`src/rtl/tile_pkg.sv`:
```
// Shared types and constants for the tile spawner and the other game blocks.
// Contents: FSM state enum, LFSR geometry and taps, tile value codes, default seed.
package tile_pkg;

    // Spawner sequencing states.
    typedef enum logic [1:0] {
        IDLE = 2'd0,
        SCAN = 2'd1,
        DONE = 2'd2
    } state_t;

    // 16-bit Fibonacci LFSR, x^16+x^14+x^13+x^11+1.
    // With a left shift the exponents map to state bits 15, 13, 12 and 10.
    localparam int          LFSR_W       = 16;
    localparam logic [15:0] LFSR_TAPS    = 16'hB400;
    localparam logic [15:0] DEFAULT_SEED = 16'hACE1;

    // Tile encodings (log2 of the face value; 0 marks an empty cell).
    localparam int VAL_EMPTY = 0;
    localparam int VAL_TWO   = 1;
    localparam int VAL_FOUR  = 2;

    // One LFSR step: shift left, XOR of the tapped bits enters at bit 0.
    function automatic logic [LFSR_W-1:0] lfsr_next(input logic [LFSR_W-1:0] s);
        return {s[LFSR_W-2:0], ^(s & LFSR_TAPS)};
    endfunction

endpackage

```
`src/rtl/lfsr16.sv`:
```
// Free-running 16-bit Fibonacci LFSR. Steps on every clock edge, reloads SEED
// on reset. Shared randomness source for the game blocks.
module lfsr16
    import tile_pkg::*;
#(
    parameter logic [LFSR_W-1:0] SEED = DEFAULT_SEED
) (
    input  logic              clk,
    input  logic              rst,
    output logic [LFSR_W-1:0] o_state
);

    logic [LFSR_W-1:0] r_state;

    // Advance the sequence every cycle; reset restores the seed.
    // NOTE: clocked state uses non-blocking assignments so every register
    // samples pre-edge values and simulation matches the synthesized flops.
    always_ff @(posedge clk or posedge rst) begin
        if (rst) begin
            r_state <= SEED;
        end else begin
            r_state <= lfsr_next(r_state);
        end
    end

    assign o_state = r_state;

endmodule

```
`src/rtl/tile_spawner.sv`:
```
// Tile spawner for the 2048 board datapath. On an accepted start it snapshots
// the board, starts at an LFSR-chosen cell and walks the cells one per cycle
// (wrapping) until it finds an empty one, writes a new tile there and pulses
// done. A board with no empty cell completes with full=1 and is passed through.
// Build option: define SPAWN_FOUR_EN to spawn a "4" tile when lfsr[7:4]==0 at
// the write cycle; otherwise every new tile is a "2".
module tile_spawner
    import tile_pkg::*;
#(
    parameter int          CELLS = 16,
    parameter int          VAL_W = 4,
    parameter logic [15:0] SEED  = DEFAULT_SEED,
    parameter int          IDX_W = $clog2(CELLS)
) (
    input  logic                        clk,
    input  logic                        rst,
    input  logic                        start,
    input  logic [CELLS-1:0][VAL_W-1:0] cell_matrix_in,
    output logic [CELLS-1:0][VAL_W-1:0] cell_matrix_out,
    output logic [IDX_W-1:0]            spawn_idx,
    output logic                        spawned,
    output logic                        full,
    output logic                        busy,
    output logic                        done
);

    state_t                      r_state;
    logic [CELLS-1:0][VAL_W-1:0] r_board;
    logic [IDX_W-1:0]            r_idx;
    logic [IDX_W-1:0]            r_cnt;

    logic [CELLS-1:0][VAL_W-1:0] r_matrix_out;
    logic [IDX_W-1:0]            r_spawn_idx;
    logic                        r_spawned;
    logic                        r_full;
    logic                        r_busy;
    logic                        r_done;

    logic [LFSR_W-1:0]           w_lfsr;
    logic                        w_accept;
    logic                        w_cell_empty;
    logic                        w_last_cell;
    logic [VAL_W-1:0]            w_spawn_val;
    logic [CELLS-1:0][VAL_W-1:0] w_board_spawned;
    logic                        w_unused_lfsr;

    lfsr16 #(
        .SEED (SEED)
    ) u_lfsr (
        .clk     (clk),
        .rst     (rst),
        .o_state (w_lfsr)
    );

    // Only the low index bits (and the 4-tile nibble, when enabled) are consumed.
    assign w_unused_lfsr = ^w_lfsr;

    assign w_accept     = (r_state == IDLE) && start;
    assign w_cell_empty = (r_board[r_idx] == VAL_W'(VAL_EMPTY));
    assign w_last_cell  = (r_cnt == IDX_W'(CELLS - 1));

`ifdef SPAWN_FOUR_EN
    // A "4" tile when the LFSR nibble [7:4] is zero in the write cycle (~1/16).
    assign w_spawn_val = (w_lfsr[7:4] == 4'h0) ? VAL_W'(VAL_FOUR) : VAL_W'(VAL_TWO);
`else
    // Every new tile is a "2".
    assign w_spawn_val = VAL_W'(VAL_TWO);
`endif

    // Working board with the new tile dropped into the cell under the cursor.
    // NOTE: the full default assignment comes first so every bit is driven on
    // every path and no latch is inferred for the untouched cells.
    always_comb begin
        w_board_spawned        = r_board;
        w_board_spawned[r_idx] = w_spawn_val;
    end

    // Snapshot of the incoming board, taken only on an accepted start.
    // NOTE: this working copy is deliberately left out of reset: it is always
    // reloaded before it is read, and nothing reaches the outputs without an
    // accepted start, so resetting it would only add reset fan-out.
    always_ff @(posedge clk) begin
        if (w_accept) begin
            r_board <= cell_matrix_in;
        end
    end

    // Spawn sequencer: IDLE -> SCAN (one cell per cycle) -> DONE -> IDLE,
    // with all status outputs registered.
    always_ff @(posedge clk or posedge rst) begin
        if (rst) begin
            r_state      <= IDLE;
            r_idx        <= '0;
            r_cnt        <= '0;
            r_matrix_out <= '0;
            r_spawn_idx  <= '0;
            r_spawned    <= 1'b0;
            r_full       <= 1'b0;
            r_busy       <= 1'b0;
            r_done       <= 1'b0;
        end else begin
            case (r_state)
                IDLE: begin
                    r_done <= 1'b0;
                    if (start) begin
                        r_idx       <= w_lfsr[IDX_W-1:0];
                        r_cnt       <= '0;
                        r_spawn_idx <= '0;
                        r_spawned   <= 1'b0;
                        r_full      <= 1'b0;
                        r_busy      <= 1'b1;
                        r_state     <= SCAN;
                    end
                end

                SCAN: begin
                    if (w_cell_empty) begin
                        r_matrix_out <= w_board_spawned;
                        r_spawn_idx  <= r_idx;
                        r_spawned    <= 1'b1;
                        r_done       <= 1'b1;
                        r_state      <= DONE;
                    end else if (w_last_cell) begin
                        // Every cell examined and occupied: pass the board through.
                        r_matrix_out <= r_board;
                        r_full       <= 1'b1;
                        r_done       <= 1'b1;
                        r_state      <= DONE;
                    end else begin
                        // Power-of-two CELLS makes the increment wrap naturally.
                        r_idx <= r_idx + IDX_W'(1);
                        r_cnt <= r_cnt + IDX_W'(1);
                    end
                end

                DONE: begin
                    r_done  <= 1'b0;
                    r_busy  <= 1'b0;
                    r_state <= IDLE;
                end

                default: begin
                    r_done  <= 1'b0;
                    r_busy  <= 1'b0;
                    r_state <= IDLE;
                end
            endcase
        end
    end

    assign cell_matrix_out = r_matrix_out;
    assign spawn_idx       = r_spawn_idx;
    assign spawned         = r_spawned;
    assign full            = r_full;
    assign busy            = r_busy;
    assign done            = r_done;

endmodule

```
`config.mk`:
```
export PLATFORM = sky130hd
export DESIGN_NAME = tile_spawner
export DESIGN_NICKNAME = d
export VERILOG_FILES = /design/src/rtl/tile_pkg.sv /design/src/rtl/lfsr16.sv /design/src/rtl/tile_spawner.sv
export SDC_FILE = /design/constraint.sdc
export NUM_CORES = 1
export LEC_CHECK = 0
export ABC_AREA = 1
export CAP_MARGIN = 20
export CORE_UTILIZATION = 50
export CTS_CLUSTER_DIAMETER = 120
export DETAILED_ROUTE_END_ITERATION = 16
export PLACE_DENSITY_LB_ADDON = 0.1
export SETUP_SLACK_MARGIN = 0.3
export SYNTH_ARGS = -nofsm -noshare
export SYNTH_HDL_FRONTEND = slang
export SYNTH_HIERARCHICAL = 1
export SYNTH_SLANG_ARGS = --single-unit
```
`constraint.sdc`:
```
create_clock -name clk -period 3.55 [get_ports clk]
set_input_delay 0.71 -clock clk [delete_from_list [all_inputs] [get_ports clk]]
set_output_delay 0.71 -clock clk [all_outputs]
set_load 0.01 [all_outputs]
```
==> metrics.md <==
| Metric | Value |
|---|---|
| Worst path most repeated cell | `sky130_fd_sc_hd__nand2_1` |
| Std-Cell Core Area | `14,000 sq um` |
| Hold path endpoint | `u_lfsr/o_state[7]` |
| Antenna violations before repair | `2` |
| Overflow left after global routing | `0` |
| Inst Count DP | `between 1k and 1.5k` |
| Number of antenna diodes | `0` |
| Total global-route track usage | `0.261` |
| Vias in the first global route | `between 6k and 7k` |
| Number of routed nets with antenna violations | `0` |
| Die Width | `between 100 and 150 um` |
| Average instance area after synthesis | `around 8.8 sq um` |
| Min-Delay Path Depth | `0` |
| Initial core utilization | `0.518` |
| Overall routed net length | `between 15,000 and 20,000 um` |
| Most used flip-flop cell after synthesis | `sky130_fd_sc_hd__dfrtp_1` |
| Clock-pin slew on the worst setup and hold paths | `~70 ps` |
| Largest net degree at the start of global routing | `75` |
| Die Area | `approximately 15,000 sq um` |
| Library cell with the largest summed area after synthesis | `sky130_fd_sc_hd__dfrtp_1` |
| Highest-delay cell along the critical path | `sky130_fd_sc_hd__dfrtp_1` |
| Type of origin of the critical path | `flop` |
| Number of endpoints with negative hold slack in the final report | `0` |
| Critical setup path kind | `reg -> reg` |
| Combined area of all synthesized cells | `7250 sq um` |
| Critical path's top delay family | `simple AND/OR/NAND/NOR gates` |
| Final setup violation count | `0` |
| Post-route minimum period | `2830 ps` |
| Number of cells upsized or downsized after cts | `0` |
| H-Tree Level Count | `4` |
| IR drop worst, VDD | `0.556 mV` |
| Count of buffers added by post-CTS timing repair for setup | `0` |
| FF-to-FF path depth | `14` |
| DP Wirelength | `12,700 um` |
| Cell variety after synth | `25` |
| R2R Setup Slk | `around 720 ps` |
| Synth Net Count | `900` |
| Area contributors post-synth | `sky130_fd_sc_hd__dfrtp_1 (31%), sky130_fd_sc_hd__edfxtp_1 (27%), sky130_fd_sc_hd__nand2_1 (19%), sky130_fd_sc_hd__inv_1 (4.6%), sky130_fd_sc_hd__nand3_1 (3.7%)` |
| Iteration-0 DRC Markers | `about 530` |
| Layout net count | `1,035` |
| Crit path max fanout | `39` |
| Number of sinks on the clock net | `about 160` |
| CP bufs+invs | `2` |
| Reg2Reg Capture Point | `cell_matrix_out[42]` |
| # hold bufs at CTS | `0` |
| CTS root buffer | `sky130_fd_sc_hd__clkbuf_16` |
| Fraction of layout cells with a size suffix above 1 | `0.0635` |
| Number of inserted filler cells in the final layout | `1,098` |
| GP Congestion | `0.894` |
| Cells after synthesis | `~830` |
| Final setup skew | `approximately 13 ps` |
| Vias per std cell | `between 5 and 6` |
| Req. time, crit path | `~3900 ps` |
| Measured slew at the worst slew-check pin | `just under 700 ps` |
| Layout overhead on the synthesized area | `29.4%` |
| Worst hold start | `u_lfsr/o_state[6]` |
| Data arrival at the endpoint of the critical path | `3200 ps` |
| Mean routed wirelength per cell | `approximately 16 um` |
| Wire length of the first global-routing pass | `between 20,000 and 30,000 um` |
| Number of max-slew violations in the final report | `0` |
| Tcrit/Tclk final | `0.796` |
| Number of synthesized flops with an enable pin | `64` |
| Die Span Y | `between 100 and 150 um` |
| Peak clock frequency supported by timing | `approximately 350 MHz` |
| Cells along the critical path | `buf_4 > nand2_1 > nand3_1 > nand2_1 > nand2_1 > nand2_1 > nor2_1 > nand2_1 > nor2_4 > nand2_1 > nand2_2 > buf_12 > nand2_1 > nand2_1` |
| CP Capture Type | `flop` |
| Part of the Yosys area used for sequential elements | `0.605` |
| Yosys top cell area share | `0.311` |
| Slowest Stage Delay on Critical Path | `~540 ps` |
| Std cell rows | `43` |
| Post-detailed-route DRC marker count | `0` |
| Status | `complete, no violations` |
| Total Negative Setup Slacks | `0 ps` |
| Leak pwr | `4.52 nW` |
| # Max-Cap Violations | `0` |
| Tightest Hold Check Type | `reg -> reg` |
| Yosys warnings | `6` |
| Via count | `6,013` |
| #FFs+latches synth | `between 150 and 200` |
| Buffer depth of the longest clock path | `2` |
| Setup repair after global routing missed its margin | `no` |
| Number of input and output port buffers inserted | `between 100 and 150` |
| First drt pass iteration count | `5` |
| Number of standard cells in the final layout excluding fillers | `1,156` |
| Power per cell area | `about 750 nW/um^2` |
| Remaining max-slew budget at the tightest pin | `0.539` |
| Clock Latency Late Sink | `about 440 ps` |
| Worst R2R Start | `r_idx[0]` |
| Asr flop ratio synth | `0.605` |
| I/O pins | `139` |
| Number of buffers created by CTS | `17` |
| CTS tree | `built` |
-- worst max path at each step --
| stage | start | end | slack [ps] | cells past startpoint |
|---|---|---|---|---|
| 2_1_floorplan | rst | busy | 730 | 1 |
| 3_3_place_gp | r_idx[0] | cell_matrix_out[35] | 910 | 14 |
| 3_5_place_dp | r_idx[0] | cell_matrix_out[33] | 800 | 14 |
| 4_1_cts | r_idx[0] | cell_matrix_out[42] | 770 | 14 |
| 5_1_grt | r_idx[0] | cell_matrix_out[33] | 470 | 14 |
| 6_report | r_idx[0] | cell_matrix_out[42] | 720 | 14 |
-- power breakdown --
group | internal, W | total [W] | switching (W)
clock | 0.00119 | 0.00197 | 0.000784
combinational | 0.000878 | 0.00258 | 0.00170
sequential | 0.00234 | 0.00252 | 0.000183
total | 0.00440 | 0.00707 | 0.00267
-- cell type report --
class / instances / area [sq um] / area share
Sequential cell: 162 / 4380 / 0.467
Multi-Input combinational cell: 540 / 2270 / 0.242
Inverter: 91 / 350 / 0.0373
Clock buffer: 17 / 425 / 0.0453
Clock inverter: 15 / 206 / 0.0220
Timing Repair Buffer: 151 / 1520 / 0.162
Tap cell: 180 / 225 / 0.0240
-- per-stage QoR --
step | utilization | instance area [sq um] | hold WS (ps) | total power [W] | setup slack (ps)
2_1_floorplan | - | 7250 | 331 | 0.00430 | 732
3_3_place_gp | 0.626 | 8750 | 336 | 0.00503 | 906
3_5_place_dp | 0.626 | 8750 | 343 | 0.00510 | 803
4_1_cts | 0.671 | 9380 | 358 | 0.00706 | 771
5_1_grt | 0.671 | 9380 | 359 | 0.00749 | 466
6_report | 0.671 | 9380 | 355 | 0.00707 | 724
-- routing by layer --
layer | vias up | part of all wire | global-route usage
met4 | 2 | 0.012 | 0.0808
met5 | - | 0.00071 | 0
met2 | 209 | 0.49 | 0.419
met1 | 2910 | 0.43 | 0.346
met3 | 26 | 0.067 | 0.0706
li1 | 2866 | - | -
-- flip-flops by register name, summed over array words and instances, names as in the netlist --
name / count
r_state: 2
r_board: 64
full: 1
busy: 1
cell_matrix_out: 64
u_lfsr/o_state: 16
spawn_idx: 4
r_idx: 4
r_cnt: 4
done: 1
spawned: 1
-- cells by family (layout without fill, tap and decap cells) --
family	after synthesis	after routing	share of synthesized area
AND/OR/NAND/NOR	456	456	0.248
flip-flops	162	162	0.605
buffers and inverters	126	274	0.0823
AO/OA/AOI/OAI	77	77	0.0535
adder cells (fa/ha/maj)	5	5	0.00863
XOR/XNOR	2	2	0.00242
-- synth_stat cells (2+ instances only) --
library cell,instances
sky130_fd_sc_hd__nand2_1,361
sky130_fd_sc_hd__dfrtp_1,90
sky130_fd_sc_hd__inv_1,88
sky130_fd_sc_hd__edfxtp_1,64
sky130_fd_sc_hd__nand3_1,53
sky130_fd_sc_hd__a21oi_1,48
sky130_fd_sc_hd__nor2_1,33
sky130_fd_sc_hd__o21ai_0,25
sky130_fd_sc_hd__buf_4,13
sky130_fd_sc_hd__buf_2,12
sky130_fd_sc_hd__dfstp_2,8
sky130_fd_sc_hd__buf_6,7
sky130_fd_sc_hd__ha_1,5
sky130_fd_sc_hd__clkbuf_1,3
sky130_fd_sc_hd__nand4_1,3
sky130_fd_sc_hd__nor2_2,3
sky130_fd_sc_hd__o21ai_1,3
sky130_fd_sc_hd__nand2_2,2
-- placed cells by master (no fill, tap or decap), types with 5 or more instances in the layout --
| cell type | instances |
|---|---|
| sky130_fd_sc_hd__clkbuf_16 | 17 |
| sky130_fd_sc_hd__nand2_1 | 360 |
| sky130_fd_sc_hd__inv_1 | 86 |
| sky130_fd_sc_hd__ha_1 | 5 |
| sky130_fd_sc_hd__o21ai_0 | 25 |
| sky130_fd_sc_hd__nand3_1 | 53 |
| sky130_fd_sc_hd__clkdlybuf4s50_1 | 138 |
| sky130_fd_sc_hd__buf_4 | 10 |
| sky130_fd_sc_hd__nor2_1 | 33 |
| sky130_fd_sc_hd__a21oi_1 | 48 |
| sky130_fd_sc_hd__dfstp_2 | 8 |
| sky130_fd_sc_hd__dfrtp_1 | 90 |
| sky130_fd_sc_hd__edfxtp_1 | 64 |
Note: power is estimated with default switching activity, not from simulation.
